### config.mk
export PLATFORM = sky130hd
export DESIGN_NAME = axi4_read_slave
export DESIGN_NICKNAME = d
export VERILOG_FILES = /design/src/rtl/axi4_pkg.sv /design/src/rtl/axi4_burst_addr_gen.sv /design/src/rtl/axi4_read_slave.sv
export SDC_FILE = /design/constraint.sdc
export NUM_CORES = 1
export LEC_CHECK = 0
export CELL_PAD_IN_SITES_DETAIL_PLACEMENT = 0
export CELL_PAD_IN_SITES_GLOBAL_PLACEMENT = 1
export CORE_MARGIN = 3
export CORE_UTILIZATION = 25
export CTS_CLUSTER_SIZE = 16
export DETAILED_ROUTE_END_ITERATION = 7
export PLACE_DENSITY = 0.52
export SYNTH_ARGS = -nofsm -noshare
export SYNTH_HDL_FRONTEND = slang
export SYNTH_HIERARCHICAL = 1
export SYNTH_SLANG_ARGS = --single-unit
### constraint.sdc
create_clock -name clk -period 10.6 [get_ports clk]
set_input_delay 2.12 -clock clk [delete_from_list [all_inputs] [get_ports clk]]
set_output_delay 2.12 -clock clk [all_outputs]
set_load 0.05 [all_outputs]
### src/rtl/axi4_pkg.sv
// Shared AXI4 types, widths and burst address helpers used by the read slave
// and the DMA masters.
package axi4_pkg;

    localparam int AXI4_MAX_BEATS = 256;
    localparam int LEN_BITS       = $clog2(AXI4_MAX_BEATS);
    localparam int SIZE_BITS      = 3;
    localparam int BURST_BITS     = 2;
    localparam int RESP_BITS      = 2;
    localparam int AXI4_ADDR_MAX  = 64;

    typedef logic [LEN_BITS-1:0]      len_t;
    typedef logic [SIZE_BITS-1:0]     size_t;
    typedef logic [AXI4_ADDR_MAX-1:0] axi_addr_t;

    typedef enum logic [BURST_BITS-1:0] {
        BURST_FIXED = 2'd0,
        BURST_INCR  = 2'd1,
        BURST_WRAP  = 2'd2,
        BURST_RSVD  = 2'd3
    } burst_t;

    typedef enum logic [RESP_BITS-1:0] {
        RESP_OKAY   = 2'd0,
        RESP_EXOKAY = 2'd1,
        RESP_SLVERR = 2'd2,
        RESP_DECERR = 2'd3
    } resp_t;

    // Callers truncate the result to their own address width, so the sum wraps modulo 2^ADDR_WIDTH.
    function automatic axi_addr_t axi4_next_addr(input axi_addr_t addr, input size_t size,
                                                 input len_t len, input burst_t burst);
        axi_addr_t bytes_v;
        axi_addr_t boundary_v;
        axi_addr_t base_v;
        axi_addr_t next_v;
        bytes_v    = axi_addr_t'(1'b1) << size;
        boundary_v = (axi_addr_t'(len) + axi_addr_t'(1'b1)) << size;
        base_v     = addr & ~(boundary_v - axi_addr_t'(1'b1));
        case (burst)
            BURST_FIXED: next_v = addr;
            BURST_INCR:  next_v = (addr & ~(bytes_v - axi_addr_t'(1'b1))) + bytes_v;
            BURST_WRAP:  next_v = base_v + ((addr + bytes_v - base_v) & (boundary_v - axi_addr_t'(1'b1)));
            default:     next_v = addr;
        endcase
        return next_v;
    endfunction

    function automatic logic axi4_wrap_len_ok(input len_t len);
        logic ok_v;
        case (len)
            8'd1, 8'd3, 8'd7, 8'd15: ok_v = 1'b1;
            default:                 ok_v = 1'b0;
        endcase
        return ok_v;
    endfunction

endpackage

### src/rtl/axi4_burst_addr_gen.sv
// Burst address sequencer: holds the current beat address, beat counter and
// last-beat flag; load starts a burst, advance steps to the next beat.
module axi4_burst_addr_gen
    import axi4_pkg::*;
#(
    parameter int ADDR_WIDTH = 32
) (
    input  logic                  clk,
    input  logic                  rst,
    input  logic                  load,
    input  logic                  advance,
    input  logic [ADDR_WIDTH-1:0] start_addr,
    input  len_t                  start_len,
    input  size_t                 start_size,
    input  burst_t                start_burst,
    output logic [ADDR_WIDTH-1:0] addr,
    output logic [ADDR_WIDTH-1:0] next_addr,
    output logic                  last
);

    logic [ADDR_WIDTH-1:0] addr_r;
    len_t                  beat_r;
    len_t                  len_r;
    size_t                 size_r;
    burst_t                burst_r;
    logic                  last_r;

    assign next_addr = ADDR_WIDTH'(axi4_next_addr(axi_addr_t'(addr_r), size_r, len_r, burst_r));
    assign addr      = addr_r;
    assign last      = last_r;

    // Burst context and beat tracking; the counter never exceeds len so len=255 cannot overflow.
    always_ff @(posedge clk) begin
        if (rst) begin
            addr_r  <= {ADDR_WIDTH{1'b0}};
            beat_r  <= 8'd0;
            len_r   <= 8'd0;
            size_r  <= 3'd0;
            burst_r <= BURST_FIXED;
            last_r  <= 1'b0;
        end else if (load) begin
            addr_r  <= start_addr;
            beat_r  <= 8'd0;
            len_r   <= start_len;
            size_r  <= start_size;
            burst_r <= start_burst;
            last_r  <= (start_len == 8'd0);
        end else if (advance) begin
            addr_r  <= next_addr;
            beat_r  <= beat_r + 8'd1;
            last_r  <= ((beat_r + 8'd1) == len_r);
        end
    end

endmodule

### src/rtl/axi4_read_slave.sv
// AXI4 read responder serving one burst at a time from a 1-cycle-latency SRAM,
// answering illegal requests and out-of-range beats with SLVERR.
module axi4_read_slave
    import axi4_pkg::*;
#(
    parameter int ADDR_WIDTH = 32,
    parameter int DATA_WIDTH = 32,
    parameter int ID_WIDTH   = 4,
    parameter int MEM_BYTES  = 4096
) (
    input  logic                  clk,
    input  logic                  rst,
    input  logic [ID_WIDTH-1:0]   s_axi_arid,
    input  logic [ADDR_WIDTH-1:0] s_axi_araddr,
    input  logic [LEN_BITS-1:0]   s_axi_arlen,
    input  logic [SIZE_BITS-1:0]  s_axi_arsize,
    input  logic [BURST_BITS-1:0] s_axi_arburst,
    input  logic                  s_axi_arvalid,
    output logic                  s_axi_arready,
    output logic [ID_WIDTH-1:0]   s_axi_rid,
    output logic [DATA_WIDTH-1:0] s_axi_rdata,
    output logic [RESP_BITS-1:0]  s_axi_rresp,
    output logic                  s_axi_rlast,
    output logic                  s_axi_rvalid,
    input  logic                  s_axi_rready,
    output logic                  mem_rd_en,
    output logic [ADDR_WIDTH-1:0] mem_addr,
    input  logic [DATA_WIDTH-1:0] mem_rdata
);

    localparam int BUS_SIZE = $clog2(DATA_WIDTH / 8);
    localparam logic [ADDR_WIDTH-1:0] BUS_MASK  = ADDR_WIDTH'((DATA_WIDTH / 8) - 1);
    localparam logic [ADDR_WIDTH-1:0] MEM_LIMIT = ADDR_WIDTH'(MEM_BYTES);

    typedef enum logic [0:0] {ST_IDLE = 1'b0, ST_DATA = 1'b1} state_t;

    state_t                state_r;
    logic                  arready_r;
    logic                  rvalid_r;
    logic [ID_WIDTH-1:0]   rid_r;
    resp_t                 rresp_r;
    logic                  burst_err_r;

    burst_t                ar_burst_s;
    logic                  ar_hs_s;
    logic                  adv_s;
    logic                  ar_unaligned_s;
    logic                  req_err_s;
    logic                  first_oor_s;
    logic                  next_oor_s;
    logic [ADDR_WIDTH-1:0] cur_addr_s;
    logic [ADDR_WIDTH-1:0] next_addr_s;
    logic                  last_s;
    logic                  mem_rd_en_s;
    logic [ADDR_WIDTH-1:0] mem_addr_s;
    logic [DATA_WIDTH-1:0] rdata_s;

    assign ar_burst_s     = burst_t'(s_axi_arburst);
    assign ar_hs_s        = (state_r == ST_IDLE) && s_axi_arvalid && arready_r;
    assign adv_s          = (state_r == ST_DATA) && s_axi_rready && !last_s;
    assign ar_unaligned_s = (s_axi_araddr & ((ADDR_WIDTH'(1'b1) << s_axi_arsize) - ADDR_WIDTH'(1'b1)))
                            != {ADDR_WIDTH{1'b0}};
    assign req_err_s      = (ar_burst_s == BURST_RSVD)
                         || (s_axi_arsize > SIZE_BITS'(BUS_SIZE))
                         || ((ar_burst_s == BURST_WRAP) && (!axi4_wrap_len_ok(s_axi_arlen) || ar_unaligned_s));
    assign first_oor_s    = (s_axi_araddr >= MEM_LIMIT);
    assign next_oor_s     = (next_addr_s >= MEM_LIMIT);

    axi4_burst_addr_gen #(
        .ADDR_WIDTH (ADDR_WIDTH)
    ) u_addr_gen (
        .clk         (clk),
        .rst         (rst),
        .load        (ar_hs_s),
        .advance     (adv_s),
        .start_addr  (s_axi_araddr),
        .start_len   (s_axi_arlen),
        .start_size  (s_axi_arsize),
        .start_burst (ar_burst_s),
        .addr        (cur_addr_s),
        .next_addr   (next_addr_s),
        .last        (last_s)
    );

    // SRAM strobe must coincide with the accepting handshake so data lines up with rvalid next cycle.
    always_comb begin
        mem_rd_en_s = 1'b0;
        mem_addr_s  = cur_addr_s & ~BUS_MASK;
        if (state_r == ST_IDLE) begin
            mem_addr_s  = s_axi_araddr & ~BUS_MASK;
            mem_rd_en_s = ar_hs_s && !req_err_s && !first_oor_s;
        end else if (s_axi_rready) begin
            mem_addr_s  = next_addr_s & ~BUS_MASK;
            mem_rd_en_s = !last_s && !burst_err_r && !next_oor_s;
        end else begin
            mem_addr_s  = cur_addr_s & ~BUS_MASK;
            mem_rd_en_s = 1'b0;
        end
    end

    // Error beats never read the SRAM, so their stale data is blanked.
    always_comb begin
        rdata_s = mem_rdata;
        if (rresp_r == RESP_SLVERR) begin
            rdata_s = {DATA_WIDTH{1'b0}};
        end else begin
            rdata_s = mem_rdata;
        end
    end

    // Burst FSM with registered handshake, id and response outputs.
    always_ff @(posedge clk) begin
        if (rst) begin
            state_r     <= ST_IDLE;
            arready_r   <= 1'b0;
            rvalid_r    <= 1'b0;
            rid_r       <= {ID_WIDTH{1'b0}};
            rresp_r     <= RESP_OKAY;
            burst_err_r <= 1'b0;
        end else begin
            case (state_r)
                ST_IDLE: begin
                    if (ar_hs_s) begin
                        state_r     <= ST_DATA;
                        arready_r   <= 1'b0;
                        rvalid_r    <= 1'b1;
                        rid_r       <= s_axi_arid;
                        burst_err_r <= req_err_s;
                        rresp_r     <= (req_err_s || first_oor_s) ? RESP_SLVERR : RESP_OKAY;
                    end else begin
                        arready_r   <= 1'b1;
                    end
                end
                ST_DATA: begin
                    if (s_axi_rready) begin
                        if (last_s) begin
                            state_r   <= ST_IDLE;
                            rvalid_r  <= 1'b0;
                            arready_r <= 1'b1;
                            rresp_r   <= RESP_OKAY;
                        end else begin
                            rresp_r   <= (burst_err_r || next_oor_s) ? RESP_SLVERR : RESP_OKAY;
                        end
                    end
                end
                default: begin
                    state_r   <= ST_IDLE;
                    arready_r <= 1'b0;
                    rvalid_r  <= 1'b0;
                end
            endcase
        end
    end

    assign s_axi_arready = arready_r;
    assign s_axi_rvalid  = rvalid_r;
    assign s_axi_rid     = rid_r;
    assign s_axi_rresp   = rresp_r;
    assign s_axi_rlast   = rvalid_r && last_s;
    assign s_axi_rdata   = rdata_s;
    assign mem_rd_en     = mem_rd_en_s;
    assign mem_addr      = mem_addr_s;

endmodule

==> metrics.md <==
| Metric | Value |
|---|---|
| Status | complete, no violations |
| Max Cap Viol | 0 |
| Crit share post-route | 0.983 |
| Routed WL | 42400 um |
| Vias per cell | 5.16 |
| CTS H-tree depth | 3 |
| Longest Clk Path Bufs | 2 |
| Clock Skew | 0.00639 ns |
| CP required | 8.48 ns |
| Nets | 1851 |
| Row count | 73 |
| DRC Markers | 0 |
| Final Total Pwr | 1.60 mW |
| Die height | 208 um |
| Inserted Clock Buffers | 9 |
| Critical path arrival | 8.30 ns |
| Initial DRC count | 717 |
| Core ar. | 40000 um2 |
| Final GP Congestion | 0.859 |
| Sink Count | 63 |
| Hold Crit Class | flip-flop to flip-flop |
| Setup WS pre-CTS | 0.00518 ns |
| Area occupied by multi-input gates | 8990 um2 |
| Fin worst setup slack | 0.176 ns |
| Power Density | 113 nW/um2 |
| WL per Instance | 19.1 um |
| Max_slew headroom | 0.266 |
| Mapped Cells | 1500 |
| Static leakage | 5.85 nW |
| Crit path time final | 10.42 ns |
| Clock root buffer | clkbuf_16 |
| Non-filler cells, final | 2225 |
| HPWL after DPL | 33600 um |
| Initial Util | 0.255 |
| Final hold viol count | 0 |
| Final setup fails | 0 |
| Actual slew at the worst max-slew pin | 1.10 ns |
| Filler cell count in the final layout | 4306 |
| Storage element area | 1280 um2 |
| DIE AREA | 43300 um2 |
| Crit Path Category | flip-flop to output port |
| Avg Cell Area, Syn | 6.80 um2 |
| Setup crit end kind | output port |
| CP delay by family, top | compound AO/OA/AOI/OAI gates |
| Initial antenna violation count | 0 |
| DP Cell Count | 2179 |
| WP buf/inv | 6 |
| Max stage delay cell, worst path | or4_4 |
| Synth async-reset ratio | 0 |
| Vias in the first global route | 10700 |
| Post-synth EDFFs | 0 |
| Worst skew pair latency | 0.33 ns |
| Share of post-route cells with drive strength above 1 | 0.189 |
| Chip width | 208 um |
| CTS clk-pin slew, worst paths | 0.05 ns |
| Via Count | 11500 |
| Critical path fanouts, max | 5 |
| Hold_buf cts | 0 |
| Seq/Total Area, Yosys | 0.124 |
| Final TNS setup | 0 ns |
| RSZ-0062 raised after global routing | yes |
| Clock tree from TritonCTS | yes |
| Largest net degree at the start of global routing | 67 |
| Crit path largest cell delay | 0.55 ns |
| Maximum vdd drop | 0.0948 mV |
| Slew Limit Fails | 0 |
| Top FF cell, synth | dfxtp_1 |
| Io pins | 159 |
| Hold WS | 0.452 ns |
| Seq cells post-synth | 63 |
| Tot GR Track Use | 0.185 |
| DRT Pass-1 Iters | 5 |
| First-pass GRT wire length | 64800 um |
| Fmax | 0.0959 GHz |
| Remaining Overflow, GRT | 0 |
| Critical Path Start Type | flip-flop |
| Detail Route Antenna Nets | 0 |
| Cell Area, Synth | 10200 um2 |
| Antenna Cells | 0 |
| Syn-to-layout area delta | 39.0% |
| Port bufs | 155 |
| Post-synth cell types | 96 |
| Yosys warning total | 6 |
## metrics by stage
step / util / cell area (um2)
detailed placement: 0.320 / 12800
global route: 0.355 / 14200
CTS: 0.335 / 13400
global placement: 0.320 / 12800
floorplan: - / 10200
finish: 0.355 / 14200
## power by group
group / switching, mW / internal [mW]
registers: 0.0382 / 0.252
logic: 0.540 / 0.434
clock network: 0.114 / 0.219
total: 0.691 / 0.905
## timing repair
| item | in CTS | in global routing |
|---|---|---|
| pin swaps | 9 | 76 |
| gates resized for setup | 43 | 128 |
| buffers inserted | 11 | 20 |
| setup endpoints to repair | 1 | 2 |
| hold endpoints to repair | 0 | 0 |
## registers in the layout (all words and copies together) (netlist names)
name / count
u_addr_gen/beat_r: 8
state_r: 1
u_addr_gen/len_r: 8
burst_err_r: 1
u_addr_gen/last: 1
u_addr_gen/addr: 32
s_axi_arready: 1
s_axi_rid: 4
u_addr_gen/size_r: 3
u_addr_gen/burst_r: 2
s_axi_rvalid: 1
s_axi_rresp: 1
## area by class of cell
cell class / count / share of cell area
clock inverters: 3 / 0.00459
inverters: 93 / 0.0246
repair buffers: 276 / 0.182
flip-flops and latches: 63 / 0.0904
multi-input cells: 1252 / 0.634
clock buffers: 13 / 0.0183
well taps: 525 / 0.0463
## synthesized netlist by cell type, types with 9 or more instances
cell | count | area share
nor4_1 | 19 | 0.012
buf_2 | 16 | 0.0078
clkbuf_1 | 58 | 0.021
inv_1 | 91 | 0.033
o21bai_1 | 14 | 0.010
nand4_1 | 19 | 0.012
and3_1 | 23 | 0.014
nor2b_1 | 49 | 0.030
a31oi_1 | 11 | 0.0067
or3_1 | 9 | 0.0055
and2_1 | 26 | 0.016
xor2_1 | 32 | 0.027
ha_1 | 63 | 0.077
nand3b_1 | 11 | 0.0081
o22ai_1 | 10 | 0.0061
buf_1 | 12 | 0.0044
xnor2_1 | 52 | 0.045
mux2i_1 | 68 | 0.067
a21o_1 | 23 | 0.017
a21oi_1 | 133 | 0.065
o21a_1 | 17 | 0.013
dfxtp_1 | 63 | 0.12
nor3_1 | 38 | 0.019
a211oi_1 | 20 | 0.015
o21ai_0 | 83 | 0.041
nor2_1 | 184 | 0.068
nand2_1 | 126 | 0.046
nand3_1 | 35 | 0.017
nand2b_1 | 21 | 0.013
o211ai_1 | 17 | 0.013
## worst reg2reg max path, delay by kind of cell (launching register included)
family                     cells  cell delay (ns)
and+or+nand+nor               14             2.81
AOI/OAI and AO/OA             11             2.66
adders and majority gates      3             0.78
buffers and inverters          5             0.56
DFF                            1             0.37
muxes                          1             0.27
xor gates and xnor gates       1             0.22
## cells in the final DEF, fill, tap and decap left out, types with 23 or more instances in the layout
master / netlist / layout
ha_1: 63 / 43
buf_4: 6 / 120
o21ai_0: 83 / 71
xor2_1: 32 / 29
inv_1: 91 / 85
a21o_1: 23 / 23
nor3_1: 38 / 30
nand2_1: 126 / 115
xnor2_1: 52 / 47
nor2b_1: 49 / 48
a21oi_1: 133 / 122
mux2i_1: 68 / 65
nand3_1: 35 / 34
dfxtp_1: 63 / 52
nor2_1: 184 / 177
clkdlybuf4s50_1: 0 / 138
## per-layer routing
layer  routed length [um]  track usage  vias to the layer above
met4                  223       0.0249                        0
li1                     -            -                     5736
met5                    0            0                        -
met2                17900        0.278                      311
met3                 2020       0.0213                       12
met1                22300        0.289                     5431
## worst paths after layout
check / to / slack (ns) / cells after the start / start
setup / recovery: mem_rd_en / 0.18 / 35 / u_addr_gen/len_r[0]
hold / removal: s_axi_rid[2] / 0.45 / 2 / s_axi_rid[2]
setup reg to reg: s_axi_rresp[1] / 2.81 / 35 / u_addr_gen/len_r[0]
hold reg to reg: s_axi_rid[2] / 0.45 / 2 / s_axi_rid[2]
## cell families after synthesis
| group | Yosys count | synth area share |
|---|---|---|
| AND/OR/NAND/NOR | 594 | 0.290 |
| AO/OA/AOI/OAI | 424 | 0.274 |
| buffers and inverters | 188 | 0.0737 |
| XOR/XNOR | 85 | 0.0737 |
| multiplexers | 72 | 0.0711 |
| adder cells (fa/ha/maj) | 71 | 0.0929 |
| flip-flops | 63 | 0.124 |
| other | 3 | 0.00110 |
No activity file was read; power rests on OpenSTA's default activity.
